===== src/rtl/hdmi_frame_pack.sv =====
`default_nettype none
// ============================================================================
// Module   : hdmi_frame_pack
// Purpose  : 2:1 horizontal / 2:1 vertical decimation of an RGB565 stream and
//            packing of four kept pixels per 64-bit write-FIFO word.
// Revision : 1.0 - initial release
// ============================================================================
module hdmi_frame_pack #(
    parameter int PIX_W  = 16,
    parameter int PACK_N = 4,
    parameter int CNT_W  = 12
) (
    input  logic                    clk,
    input  logic                    rst,
    input  logic                    vs_in,
    input  logic                    de_in,
    input  logic [PIX_W-1:0]        pix_in,
    input  logic                    fifo_full,
    output logic                    wr_en,
    output logic [PIX_W*PACK_N-1:0] wr_data,
    output logic                    frame_start,
    output logic                    line_done,
    output logic [CNT_W-1:0]        line_cnt,
    output logic                    overflow
);

    localparam int DATA_W = PIX_W * PACK_N;
    localparam int BUF_W  = PIX_W * (PACK_N - 1);
    localparam int SLOT_W = 2;
    localparam logic [SLOT_W-1:0] C_LAST_SLOT = SLOT_W'(PACK_N - 1);

    logic              vs_d_q,          vs_d_d;
    logic              de_d_q,          de_d_d;
    logic [CNT_W-1:0]  col_q,           col_d;
    logic [CNT_W-1:0]  line_cnt_q,      line_cnt_d;
    logic [SLOT_W-1:0] slot_q,          slot_d;
    logic [BUF_W-1:0]  buf_q,           buf_d;
    logic              pend_q,          pend_d;
    logic [DATA_W-1:0] pend_data_q,     pend_data_d;
    logic              wr_en_q,         wr_en_d;
    logic [DATA_W-1:0] wr_data_q,       wr_data_d;
    logic              frame_start_q,   frame_start_d;
    logic              line_done_q,     line_done_d;
    logic              overflow_q,      overflow_d;

    logic              vs_rise;
    logic              de_fall;
    logic              keep;
    logic              issue;
    logic [DATA_W-1:0] issue_data;

    // Edge detection, decimation, packing and write-issue decisions.
    // A completed word is held one cycle in the pending stage before fifo_full
    // is consulted; a line-end flush goes straight to the write stage.
    always_comb begin
        vs_rise       = vs_in & ~vs_d_q;
        de_fall       = ~de_in & de_d_q;
        keep          = de_in & ~col_q[0] & ~line_cnt_q[0];

        vs_d_d        = vs_in;
        de_d_d        = de_in;
        col_d         = col_q;
        line_cnt_d    = line_cnt_q;
        slot_d        = slot_q;
        buf_d         = buf_q;
        pend_d        = 1'b0;
        pend_data_d   = pend_data_q;
        wr_en_d       = 1'b0;
        wr_data_d     = wr_data_q;
        frame_start_d = 1'b0;
        line_done_d   = 1'b0;
        overflow_d    = overflow_q;
        issue         = 1'b0;
        issue_data    = '0;

        if (vs_rise) begin
            // Frame start wins over everything: drop partial pack and any write.
            frame_start_d = 1'b1;
            line_cnt_d    = '0;
            col_d         = '0;
            slot_d        = '0;
            buf_d         = '0;
        end else begin
            if (pend_q) begin
                issue      = 1'b1;
                issue_data = pend_data_q;
            end

            if (de_in) begin
                col_d = col_q + 1'b1;
            end

            if (keep) begin
                if (slot_q == C_LAST_SLOT) begin
                    pend_d      = 1'b1;
                    pend_data_d = {pix_in, buf_q};
                    buf_d       = '0;
                    slot_d      = '0;
                end else begin
                    for (int k = 0; k < PACK_N - 1; k++) begin
                        if (slot_q == SLOT_W'(k)) begin
                            buf_d[k*PIX_W +: PIX_W] = pix_in;
                        end
                    end
                    slot_d = slot_q + 1'b1;
                end
            end

            if (de_fall) begin
                col_d       = '0;
                line_done_d = 1'b1;
                slot_d      = '0;
                buf_d       = '0;
                if (line_cnt_q != {CNT_W{1'b1}}) begin
                    line_cnt_d = line_cnt_q + 1'b1;
                end
                // Unfilled upper slots are already zero in the buffer.
                if (slot_q != '0) begin
                    issue      = 1'b1;
                    issue_data = {{PIX_W{1'b0}}, buf_q};
                end
            end

            if (issue) begin
                if (fifo_full) begin
                    overflow_d = 1'b1;
                end else begin
                    wr_en_d   = 1'b1;
                    wr_data_d = issue_data;
                end
            end
        end
    end

    // State register with synchronous active-high reset.
    always_ff @(posedge clk) begin
        if (rst) begin
            vs_d_q        <= 1'b0;
            de_d_q        <= 1'b0;
            col_q         <= '0;
            line_cnt_q    <= '0;
            slot_q        <= '0;
            buf_q         <= '0;
            pend_q        <= 1'b0;
            pend_data_q   <= '0;
            wr_en_q       <= 1'b0;
            wr_data_q     <= '0;
            frame_start_q <= 1'b0;
            line_done_q   <= 1'b0;
            overflow_q    <= 1'b0;
        end else begin
            vs_d_q        <= vs_d_d;
            de_d_q        <= de_d_d;
            col_q         <= col_d;
            line_cnt_q    <= line_cnt_d;
            slot_q        <= slot_d;
            buf_q         <= buf_d;
            pend_q        <= pend_d;
            pend_data_q   <= pend_data_d;
            wr_en_q       <= wr_en_d;
            wr_data_q     <= wr_data_d;
            frame_start_q <= frame_start_d;
            line_done_q   <= line_done_d;
            overflow_q    <= overflow_d;
        end
    end

    assign wr_en       = wr_en_q;
    assign wr_data     = wr_data_q;
    assign frame_start = frame_start_q;
    assign line_done   = line_done_q;
    assign line_cnt    = line_cnt_q;
    assign overflow    = overflow_q;

endmodule
`default_nettype wire


===== config.mk =====
export PLATFORM = sky130hd
export DESIGN_NAME = hdmi_frame_pack
export DESIGN_NICKNAME = d
export VERILOG_FILES = /design/src/rtl/hdmi_frame_pack.sv
export SDC_FILE = /design/constraint.sdc
export NUM_CORES = 1
export LEC_CHECK = 0
export ABC_CLOCK_PERIOD_IN_PS = 2770
export BUFFER_PORTS_ARGS = -buffer_cell sky130_fd_sc_hd__buf_2
export CAP_MARGIN = 30
export CORE_ASPECT_RATIO = 2
export CORE_MARGIN = 2
export CORE_UTILIZATION = 57
export DETAILED_ROUTE_END_ITERATION = 10
export GPL_TIMING_DRIVEN = 1
export HOLD_SLACK_MARGIN = 0.15
export PLACE_DENSITY = 0.79
export SLEW_MARGIN = 15
export SYNTH_ARGS = -nofsm -noshare
export SYNTH_HDL_FRONTEND = slang
export SYNTH_SLANG_ARGS = --single-unit

===== constraint.sdc =====
create_clock -name clk -period 2.77 [get_ports clk]
set_input_delay 0.831 -clock clk [delete_from_list [all_inputs] [get_ports clk]]
set_output_delay 0.831 -clock clk [all_outputs]
set_load 0.02 [all_outputs]

== After elaboration in Yosys (flattened, before gate mapping) ==
Cells that the tools add are included.
Storage, ports and cells
  bits in read-only memories: 0
  memory bits (writable): 0
  memories kept: 0
  bits of input ports: 21
  register bits after elaboration: 209
  logic and storage cells: 66
  latch bits: 0
  output and inout port bits: 80
Cells by class
  reduce and logical (&&, ||, !) cells: 16
  div/mod/pow operators: 0
  magnitude comparators: 0
  shift operators: 0
  equality and inequality tests: 4
  bitwise gates (word level): 12
  multiply operators: 0
  multiplexer cells: 16
  add/subtract/negate cells: 3
Operator list (count)
  $mux W64: 3
  $mux W16: 3
  $mux W48: 1
  $add A12 B1 Y12 const B: 2
  $ne A12 B12 Y1 const B: 1
  $reduce_and A3 Y1: 3
  $reduce_or A3 Y1: 3
  $mux W1: 8
  $not A1 Y1: 8
  $reduce_and A2 Y1: 4
  $reduce_bool A2 Y1: 4
  $and A1 B1 Y1: 4
  $eq A2 B2 Y1 const B: 2
  $add A2 B1 Y2 const B: 1
  $eq A2 B1 Y1 const B: 1
  $logic_not A2 Y1: 1
  $mux W2: 1
  $reduce_or A2 Y1: 1

== Longest topological paths before layout ==
Gate-level depths: netlist of run 1.
  word-level depth: 6
  mapped depth: 8
  gate-level depth less buffers: 6

== Least setup slack after synthesis of run 1 ==
No wires, ideal clock.
  path type: in2reg
  start: input de_in
  end: register wr_data_q[30] (netlist: wr_data[30])
  library setup time: 0.081 ns
  path buffers: 3
  required time: 2.689 ns
  arrival: 2.166 ns
  setup slack: 0.523 ns
  stages: 7
  cells stage by stage: buf_4 -> or3b_4 -> a211oi_2 -> buf_4 -> buf_6 -> nor2_1 -> a211oi_2
On the way
  longest elaborated chain between the ends: 5
  elaborated cells between the ends (all ways): 6
  those cells by class: 3 x mux; 2 x bitwise; 1 x reduce/logical
Ends and longest elaborated chain
  from (decl): RTL line 16  | input logic de_in,
  $not A1 Y1 *: RTL line 57  | de_fall = ~de_in & de_d_q;
  $and A1 B1 Y1 *: RTL line 57
  $mux W1: RTL line 109  | if (de_fall) begin
  $mux W1: RTL line 76  | if (vs_rise) begin
  $reduce_and A3 Y1 (no line)
  to (signal assigned): RTL line 161  | wr_data_q <= wr_data_d;
  to (decl): RTL line 41  | logic [DATA_W-1:0] wr_data_q, wr_data_d;
Mark *: on every way between the ends. The rest lies on a longest branch, timed or not. The select of a mux whose other input is x is not followed.
A chain may end at the register's enable or synchronous reset.

== Worst setup path after layout of run 1 ==
  start: register slot_q[0]
  end: register wr_data_q[33] (netlist: wr_data[33])
On the way
  longest elaborated chain between the ends: 5
  elaborated cells between the ends (all ways): 7
  those cells by class: 5 x mux; 2 x reduce/logical
Ends and longest elaborated chain
  from (decl): RTL line 36  | logic [SLOT_W-1:0] slot_q, slot_d;
  from (signal assigned): RTL line 156  | slot_q <= slot_d;
  $reduce_bool A2 Y1 *: RTL line 118  | if (slot_q != '0) begin
  $mux W1: RTL line 118
  $mux W1: RTL line 109
  $mux W1: RTL line 76
  $reduce_and A3 Y1 (no line)
Marked as above.

==> impl_metrics.py, run 1 <==
metrics = {
    "final_layout": {
        "ff_latch_area_um2": 3960,
        "final_cell_area_um2": 9020,
        "area.growth.synth_to_final_pct": 16.9,
        "nNetsFinal": 996,
        "multiInputGateArea_um2": 3450,
        "fin_cells": 1138,
        "final_common_cell": "dfxtp_1",
        "diodes": 0,
        "utilization_pct": 67.5,
        "num-fill-cells": 1128,
        "layout_common_cells": "198 x dfxtp_1, 152 x nand2_1, 109 x nor2_1",
        "drive_above_1_share_pct": 19.2,
    },
    "sta": {
        "slew_viol_final": 0,
        "fin_setup_tns_ns": 0,
        "worst_slew_pin_slew_ns": 0.844,
        "finalCriticalPeriod_ns": 2.09,
        "layout_setup_ws_ns": 0.678,
        "finClkSkew_ns": 0.0131,
        "max_slew_margin_pct": 43.6,
        "rsz0062_at_grt": "false",
        "finalSetupViolations": 0,
        "hold_violations": 0,
        "max_freq_mhz": 478,
        "finalCritPeriodShare_pct": 75.5,
    },
    "placement": {
        "postPlaceCellArea_um2": 8410,
        "routabilityCongestion": 0.817,
        "dpl.cell_count": 1106,
        "dp_slack_ns": 0.358,
        "portBuffers": 100,
        "dp_hpwl_um": 12600,
    },
    "floorplan": {
        "placementRows": 60,
        "core-area_um2": 13400,
        "die-area_um2": 14500,
        "io_pins": 101,
        "dieWidth_um": 86.3,
        "start_util_pct": 57.8,
        "die_y_um": 169,
    },
    "worst_setup_path": {
        "setup.worst_path.end_class": "register",
        "critical_path_required_ns": 3.11,
        "worstSetupPathType": "register to register",
        "crit_fanout": 48,
        "crit_path_start_kind": "register",
        "worstPathArrival_ns": 2.43,
    },
    "global_route": {
        "grt_antenna_before_repair": 0,
        "grt_max_degree": 65,
        "grt_usage_pct": 28.0,
        "grt_pass1_vias": 6395,
        "grt_pass1_wl_um": 32300,
        "grt_overflow_total": 0,
    },
    "clocking": {
        "cts_buffers": 17,
        "clkSlewWorstSetupHoldPaths_ns": 0.07,
        "htreeDepth": 4,
        "insertion_delay_ns": 0.43,
        "cts_tree": "yes",
        "clock_sinks": 198,
        "cts-resized-gates": 0,
        "cts_root_buf": "clkbuf_16",
        "clock_path_buffers": 2,
        "post_cts_buffers": 0,
        "hold_buffers": 0,
    },
    "status": {
        "status": "completed",
    },
    "detailed_routing": {
        "drcViolationCount": 0,
        "first_pass_iters": 6,
        "num_vias": 6848,
        "routed_wl_um": 20000,
        "first_iter_violations": 567,
        "ant_nets": 0,
        "viasPerCell": 6.02,
        "wl_per_cell_um": 17.6,
    },
    "synth": {
        "syn_area_per_cell_um2": 8.59,
        "synth_cells": 899,
        "netlist_area_um2": 7720,
        "netlist_top_cells_area": "dfxtp_1 51%, nand2_1 7.4%, a21oi_1 5.6%",
        "yosys_warnings": 0,
        "syn_nets": 925,
        "ys_seq_area_share_pct": 51.3,
        "ys_ff_latch": 198,
        "synth_top_area_share_pct": 51.3,
        "synth_cell_type_count": 44,
        "yosys.area.top_type": "dfxtp_1",
    },
    "flow_run": {
        "maxCapViolCount": 0,
    },
    "power_and_ir_drop": {
        "p_leak_nw": 3.26,
        "p_per_area_nw_per_um2": 633,
        "peakVddDrop_mv": 0.474,
        "pwr-share-seq_pct": 50.5,
        "power_switching_share_pct": 24.0,
        "combPwrFrac_pct": 4.7,
        "net-switching-power_mw": 1.37,
        "clock_power_share_pct": 44.8,
        "internal_power_mw": 4.34,
    },
    "min_path": {
        "hp-class": "register to register",
    },
}
## path summary, 6_finish.rpt
path	end	slack [ns]	from	cells past startpoint
setup reg to reg	wr_data[33]$_SDFFE_PP0P_	0.68	slot_q[0]$_SDFFE_PP0P_	7
hold / removal	frame_start$_SDFF_PP0_	0.44	vs_d_q$_SDFF_PP0_	1
hold reg to reg	frame_start$_SDFF_PP0_	0.44	vs_d_q$_SDFF_PP0_	1
setup / recovery	wr_data[33]$_SDFFE_PP0P_	0.68	slot_q[0]$_SDFFE_PP0P_	7
## per-layer routing
metal  part of all wire (%)  wire, µm  GRT usage [%]
met5                      0         0              0
met4                    4.7       935           13.8
met3                    5.9      1180           4.39
met2                     51     10200           47.5
met1                     39      7730           33.9
## through the flow
step           hold slack, ns  total power, mW
6_report                0.440             5.71
3_5_place_dp            0.423             3.22
2_1_floorplan           0.406             3.11
5_1_grt                 0.457             5.89
3_3_place_gp            0.424             3.21
4_1_cts                 0.445             5.74
## cells by family (layout without fill, tap and decap cells)
logic type,Yosys count,count (layout),synth area share [%]
AOI/OAI and AO/OA,249,249,21.2
adders and majority gates,5,5,0.810
DFF,198,198,51.3
xor gates and xnor gates,2,2,0.227
muxes,2,2,0.259
buffers and inverters,78,162,4.38
and+or+nand+nor,365,365,21.8
## cell usage after synthesis (all sizes together)
master,n
or2,1
nor4,2
o311ai,2
dfxtp,198
o21ai,53
o32ai,1
a22oi,48
nand3b,16
nor2b,6
buf,22
o211ai,2
nand4,2
or3,50
clkbuf,50
a21oi,86
mux2i,2
o31ai,2
o41ai,3
a211oi,49
a41o,1
nor2,111
nand3,6
nand4b,1
nand2b,4
or4,2
nor3,3
inv,6
xnor2,1
xor2,1
ha,5
a31oi,2
and3,3
nand2,152
or3b,2
nor3b,4
## cell type report
| cell class | count | share of cell area (%) |
|---|---|---|
| sequential | 198 | 43.9 |
| multi-input combinational | 623 | 38.2 |
| timing repair buffer | 124 | 8.62 |
| clock buffer | 18 | 4.87 |
| tap | 155 | 2.15 |
| clock inverter | 14 | 1.98 |
| inverter | 6 | 0.250 |
## power groups by stage
stage          Combinational (mW)  Sequential (mW)  Clock, mW
5_1_grt                     0.288             2.89       2.72
4_1_cts                     0.266             2.89       2.59
3_5_place_dp                0.263             2.95          0
3_3_place_gp                0.260             2.95          0
2_1_floorplan               0.153             2.96          0
6_report                    0.268             2.89       2.56
## critical path, stage by stage (launching register included)
cell and delay [ns]:
dfxtp_1 0.40, inv_1 0.09, ha_1 0.24, or3b_4 0.42, a211oi_4 0.28, buf_12 0.27, nor2_1 0.09, a211oi_2 0.20
## flip-flops by register name, indices dropped and copies added (netlist names), 2 cells and up
register / count
wr_data: 64
line_cnt: 12
pend_data_q: 64
slot_q: 2
buf_q: 48
Note: power is estimated with default switching activity, not from simulation.
==> run 2, diff against run 1 <==
--- a/config.mk
+++ b/config.mk
@@ -5,16 +5,17 @@
 export SDC_FILE = /design/constraint.sdc
 export NUM_CORES = 1
 export LEC_CHECK = 0
-export ABC_CLOCK_PERIOD_IN_PS = 2770
+export ABC_AREA = 1
+export ABC_CLOCK_PERIOD_IN_PS = 1910
 export BUFFER_PORTS_ARGS = -buffer_cell sky130_fd_sc_hd__buf_2
 export CAP_MARGIN = 30
 export CORE_ASPECT_RATIO = 2
 export CORE_MARGIN = 2
-export CORE_UTILIZATION = 57
+export CORE_UTILIZATION = 52
 export DETAILED_ROUTE_END_ITERATION = 10
 export GPL_TIMING_DRIVEN = 1
 export HOLD_SLACK_MARGIN = 0.15
-export PLACE_DENSITY = 0.79
+export PLACE_DENSITY = 0.75
 export SLEW_MARGIN = 15
 export SYNTH_ARGS = -nofsm -noshare
 export SYNTH_HDL_FRONTEND = slang
==> constraint.sdc (replaced) <==
create_clock -name clk -period 1.91 [get_ports clk]
set_input_delay 0.573 -clock clk [delete_from_list [all_inputs] [get_ports clk]]
set_output_delay 0.573 -clock clk [all_outputs]
set_load 0.02 [all_outputs]
==> impl_metrics.py, run 2 <==
metrics = {
    "detailed_routing": {
        "wl_per_cell_um": 14.2,
        "num_vias": 7307,
        "routed_wl_um": 19900,
        "viasPerCell": 5.21,
        "first_iter_violations": 509,
        "first_pass_iters": 5,
        "ant_nets": 0,
        "drcViolationCount": 0,
    },
    "clocking": {
        "hold_buffers": 0,
        "clock_sinks": 198,
        "cts_buffers": 17,
        "clkSlewWorstSetupHoldPaths_ns": 0.08,
        "clock_path_buffers": 2,
        "cts_tree": "yes",
        "insertion_delay_ns": 0.44,
        "post_cts_buffers": 0,
        "htreeDepth": 4,
        "cts-resized-gates": 0,
        "cts_root_buf": "clkbuf_16",
    },
    "sta": {
        "finalCriticalPeriod_ns": 1.73,
        "finalCritPeriodShare_pct": 90.5,
        "finalHoldWorstSlack_ns": 0.359,
        "slew_viol_final": 0,
        "hold_violations": 0,
        "layout_setup_ws_ns": 0.182,
        "worst_slew_pin_slew_ns": 0.533,
        "fin_setup_tns_ns": 0,
        "max_slew_margin_pct": 64.4,
        "rsz0062_at_grt": "false",
        "finalSetupViolations": 0,
        "finClkSkew_ns": 0.0123,
        "max_freq_mhz": 579,
    },
    "power_and_ir_drop": {
        "p_leak_nw": 4.29,
        "p_per_area_nw_per_um2": 862,
        "peakVddDrop_mv": 0.665,
        "finalPower_mw": 8.29,
    },
    "floorplan": {
        "core-area_um2": 15800,
        "io_pins": 101,
        "die-area_um2": 17300,
        "start_util_pct": 53.4,
        "dieWidth_um": 94.0,
        "placementRows": 65,
        "die_y_um": 184,
    },
    "global_route": {
        "grt_antenna_before_repair": 1,
        "grt_usage_pct": 23.6,
        "grt_max_degree": 79,
        "grt_overflow_total": 0,
        "grt_pass1_wl_um": 32300,
        "grt_pass1_vias": 6806,
    },
    "placement": {
        "dp_hpwl_um": 13700,
        "routabilityCongestion": 0.833,
        "portBuffers": 100,
        "dp_slack_ns": 0.0419,
    },
    "final_layout": {
        "layout_common_cells": "267 x nand2_1, 197 x dfxtp_1, 191 x nor2_1",
        "final_common_cell": "nand2_1",
        "area.growth.synth_to_final_pct": 14.3,
        "nNetsFinal": 1214,
        "drive_above_1_share_pct": 20.1,
    },
    "worst_setup_path": {
        "critical_path_required_ns": 2.28,
        "critPathLaunch": "slot_q[0]$_SDFFE_PP0P_",
        "worstSetupPathType": "register to register",
        "crit_fanout": 41,
        "timing.rr.start": "slot_q[0]$_SDFFE_PP0P_",
        "crit_path_start_kind": "register",
        "worstPathArrival_ns": 2.10,
        "setup.worst_path.end_class": "register",
    },
    "min_path": {
        "hp-class": "input port to register",
        "worstHoldStart": "vs_in",
    },
    "synth": {
        "async_flop_share_pct": 0,
        "synth_cell_type_count": 29,
        "netlist_area_um2": 8420,
        "ys_ff_latch": 198,
        "synth_commonest_cells": "267 x nand2_1, 198 x dfxtp_1, 191 x nor2_1",
        "syn_nets": 1140,
        "yosys.area.top_type": "dfxtp_1",
        "syn_area_per_cell_um2": 7.56,
        "synthFlopType": "dfxtp_1",
        "ys_seq_area_share_pct": 47.1,
        "synth_cells": 1114,
        "synth-edff-count": 0,
        "yosys_warnings": 0,
        "synth_top_area_share_pct": 47.1,
        "synth_most_common_cell": "nand2_1",
        "netlist_top_cells_area": "dfxtp_1 47%, nand2_1 12%, nor2_1 8.5%",
    },
    "flow_run": {
        "maxCapViolCount": 0,
    },
    "status": {
        "status": "completed",
    },
}
[run 2: area by class of cell]
type                       instances  area, µm²
antenna                            1       2.50
tap                              201        251
timing repair buffer             128        848
inverter                          93        357
fill                            1457       6150
multi-input combinational        750       3610
clock inverter                    13        158
clock buffer                      19        433
sequential                       198       3970
[run 2: final timing paths]
path | end | slack [ns] | cells after the start
max | wr_data[49]$_SDFFE_PP0P_ | 0.18 | 8
max reg2reg | wr_data[49]$_SDFFE_PP0P_ | 0.18 | 8
min | vs_d_q$_SDFF_PP0_ | 0.36 | 3
min reg2reg | wr_data[60]$_SDFFE_PP0P_ | 0.47 | 2
[run 2: cells by family after synthesis]
family | count (synthesis) | share of synthesized area [%]
fa+ha+maj | 5 | 0.743
compound gates | 245 | 18.0
simple gates | 500 | 24.2
flops | 198 | 47.1
buf+inv | 166 | 10.0
[run 2: critical path, stage by stage, from the launching register on]
cell and delay, ns:
dfxtp_1 0.33, inv_1 0.13, ha_1 0.25, inv_1 0.10, nand2_4 0.11, buf_12 0.20, buf_4 0.24, nand4_1 0.11
a21oi_1 0.16
[run 2: stage by stage]
stage | instances | instance area [µm²] | utilization (%)
after global routing | 1403 | 9630 | 61.0
after global placement | 1370 | 9030 | 57.2
after detailed placement | 1370 | 9030 | 57.2
after floorplan | 1114 | 8420 | -
after CTS | 1402 | 9620 | 61.0
final | 1403 | 9630 | 61.0
[run 2: routing by layer]
layer	global-route usage (%)	wire, µm	vias to the layer above
met5	0	0	-
met4	10.3	716	0
met3	4.06	811	41
met2	42.7	10500	201
met1	26.5	7830	3340
li1	-	-	3725
[run 2: report_power, final]
part	internal, mW	switching, mW	leakage [nW]
logic	0.148	0.329	2.40
registers	4.18	0.0464	1.60
clock network	1.87	1.71	0.289
==> run 3, diff against run 2 <==
==> constraint.sdc (replaced) <==
create_clock -name clk -period 1.91 [get_ports clk]
set_input_delay 0 -clock clk [delete_from_list [all_inputs] [get_ports clk]]
set_output_delay 0 -clock clk [all_outputs]
set_load 0.02 [all_outputs]
==> impl_metrics.py, run 3 (synthesis gave the netlist of run 2 again) <==
metrics = {
    "status": {
        "status": "completed",
    },
    "global_route": {
        "grt_pass1_wl_um": 32700,
        "grt_pass1_vias": 6865,
        "grt_max_degree": 65,
        "grt_usage_pct": 23.8,
        "grt_overflow_total": 0,
        "grt_antenna_before_repair": 0,
    },
    "worst_setup_path": {
        "timing.rr.start": "slot_q[0]$_SDFFE_PP0P_",
        "worstPathArrival_ns": 2.06,
        "reg2reg_depth": 8,
        "worstReg2RegEnd": "wr_data[8]$_SDFFE_PP0P_",
        "crit_path_start_kind": "register",
        "critical_path_required_ns": 2.24,
        "worstSetupPathType": "register to register",
        "setup.worst_path.end_class": "register",
        "crit_fanout": 28,
        "rrSetupSlack_ns": 0.18,
    },
    "detailed_routing": {
        "wl_per_cell_um": 14.2,
        "routed_wl_um": 20100,
        "dr_wl_met2_um": 10700,
        "num_vias": 7440,
        "ant_nets": 0,
        "wl_met3_um": 752,
        "drcViolationCount": 0,
        "first_pass_iters": 5,
        "first_iter_violations": 439,
        "viasPerCell": 5.24,
        "maxUsedRoutingLayer": "met4",
        "drt-met1-wl_um": 7990,
    },
    "clocking": {
        "insertion_delay_ns": 0.44,
        "cts_tree": "yes",
        "clock_path_buffers": 2,
        "cts_root_buf": "clkbuf_16",
        "clock_sinks": 198,
        "htreeDepth": 4,
        "clkSlewWorstSetupHoldPaths_ns": 0.07,
        "cts_buffers": 17,
    },
    "floorplan": {
        "placementRows": 65,
        "io_pins": 101,
        "start_util_pct": 53.4,
        "dieWidth_um": 94.0,
        "die-area_um2": 17300,
        "die_y_um": 184,
        "core-area_um2": 15800,
    },
    "sta": {
        "finClkSkew_ns": 0.0126,
        "layout_setup_ws_ns": 0.185,
        "fin_setup_tns_ns": 0,
        "max_slew_margin_pct": 52.4,
        "finalCriticalPeriod_ns": 1.73,
        "max_freq_mhz": 580,
        "worst_slew_pin_slew_ns": 0.714,
        "slew_viol_final": 0,
        "hold_violations": 0,
        "finalCritPeriodShare_pct": 90.3,
        "finalSetupViolations": 0,
        "rsz0062_at_grt": "false",
    },
    "placement": {
        "routabilityCongestion": 0.863,
        "dp_slack_ns": 0.157,
        "dp_hpwl_um": 13600,
        "portBuffers": 100,
        "dpl.cell_count": 1365,
    },
    "final_layout": {
        "multiInputGateArea_um2": 3620,
        "drive_above_1_share_pct": 19.5,
        "utilization_pct": 61.7,
        "nNetsFinal": 1231,
        "final_common_cell": "nand2_1",
        "layout_common_cells": "267 x nand2_1, 197 x dfxtp_1, 191 x nor2_1",
        "fin_cells": 1420,
        "ff_latch_area_um2": 3970,
        "num-fill-cells": 1478,
        "area.growth.synth_to_final_pct": 15.6,
    },
    "power_and_ir_drop": {
        "combPwrFrac_pct": 6.1,
        "p_leak_nw": 4.30,
        "power_switching_share_pct": 24.6,
        "pwr-share-seq_pct": 51.2,
        "internal_power_mw": 6.22,
        "p_per_area_nw_per_um2": 848,
        "net-switching-power_mw": 2.03,
        "clock_power_share_pct": 42.7,
        "peakVddDrop_mv": 0.589,
    },
    "min_path": {
        "whs_endpoint": "pend_data_q[62]$_SDFFE_PP0P_",
        "hold_depth": 4,
        "worstHoldStart": "pix_in[14]",
        "hp-class": "input port to register",
    },
    "flow_run": {
        "maxCapViolCount": 0,
    },
}
run 3: final cells by class:
class | instances | area share [%]
Tap cell | 201 | 2.58
Antenna cell | 1 | 0.0257
Clock buffer | 19 | 4.55
Timing Repair Buffer | 145 | 9.83
Multi-Input combinational cell | 750 | 37.2
Sequential cell | 198 | 40.8
Clock inverter | 13 | 1.39
Inverter | 93 | 3.67
run 3: metal layers:
metal | vias up | global-route usage (%)
li1 | 3751 | -
met1 | 3463 | 26.7
met2 | 191 | 43.2
met3 | 35 | 3.77
met4 | 0 | 10.7
met5 | - | 0
run 3: power by group through the flow:
| stage | combinational, mW | clock (mW) | sequential, mW |
|---|---|---|---|
| 3_5_place_dp | 0.458 | 0 | 4.32 |
| 5_1_grt | 0.553 | 3.74 | 4.23 |
| 3_3_place_gp | 0.451 | 0 | 4.32 |
| 4_1_cts | 0.495 | 3.59 | 4.23 |
| 2_1_floorplan | 0.320 | 0 | 4.32 |
| 6_report | 0.501 | 3.52 | 4.23 |
run 3: repair_timing:
| action | in CTS | in global routing |
|---|---|---|
| resized for setup | 0 | 1 |
| setup endpoints to repair | 0 | 4 |
| endpoints found under the hold margin | 98 | 0 |
| hold buffers | 22 | 0 |
| setup buffers | 0 | 0 |
run 3: stage by stage:
step | hold WS (ns) | power [mW] | area [µm²]
2_1_floorplan | 0.125 | 4.64 | 8420
3_3_place_gp | 0.228 | 4.77 | 8920
3_5_place_dp | 0.244 | 4.78 | 8920
4_1_cts | 0.367 | 8.31 | 9720
5_1_grt | 0.380 | 8.53 | 9730
6_report | 0.375 | 8.25 | 9730
run 3: critical path, cell delays in order, from the launching register on:
cell	delay, ns
dfxtp_1	0.36
inv_1	0.10
ha_1	0.25
inv_1	0.15
nand2_8	0.16
o21ai_0	0.38
nand2_1	0.11
o211ai_2	0.08
inv_2	0.03
run 3: how the worst max path moves through the flow:
stage / slack, ns / startpoint / to / cells after the start
floorplan: 0.41 / line_cnt[1]$_SDFFE_PP0P_ / line_cnt[9]$_SDFFE_PP0P_ / 9
global placement: 0.22 / slot_q[0]$_SDFFE_PP0P_ / wr_data[5]$_SDFFE_PP0P_ / 10
detailed placement: 0.16 / slot_q[0]$_SDFFE_PP0P_ / wr_data[28]$_SDFFE_PP0P_ / 9
CTS: 0.15 / slot_q[0]$_SDFFE_PP0P_ / wr_data[28]$_SDFFE_PP0P_ / 9
global route: 0.002 / slot_q[0]$_SDFFE_PP0P_ / wr_data[6]$_SDFFE_PP0P_ / 10
finish: 0.18 / slot_q[0]$_SDFFE_PP0P_ / wr_data[8]$_SDFFE_PP0P_ / 8
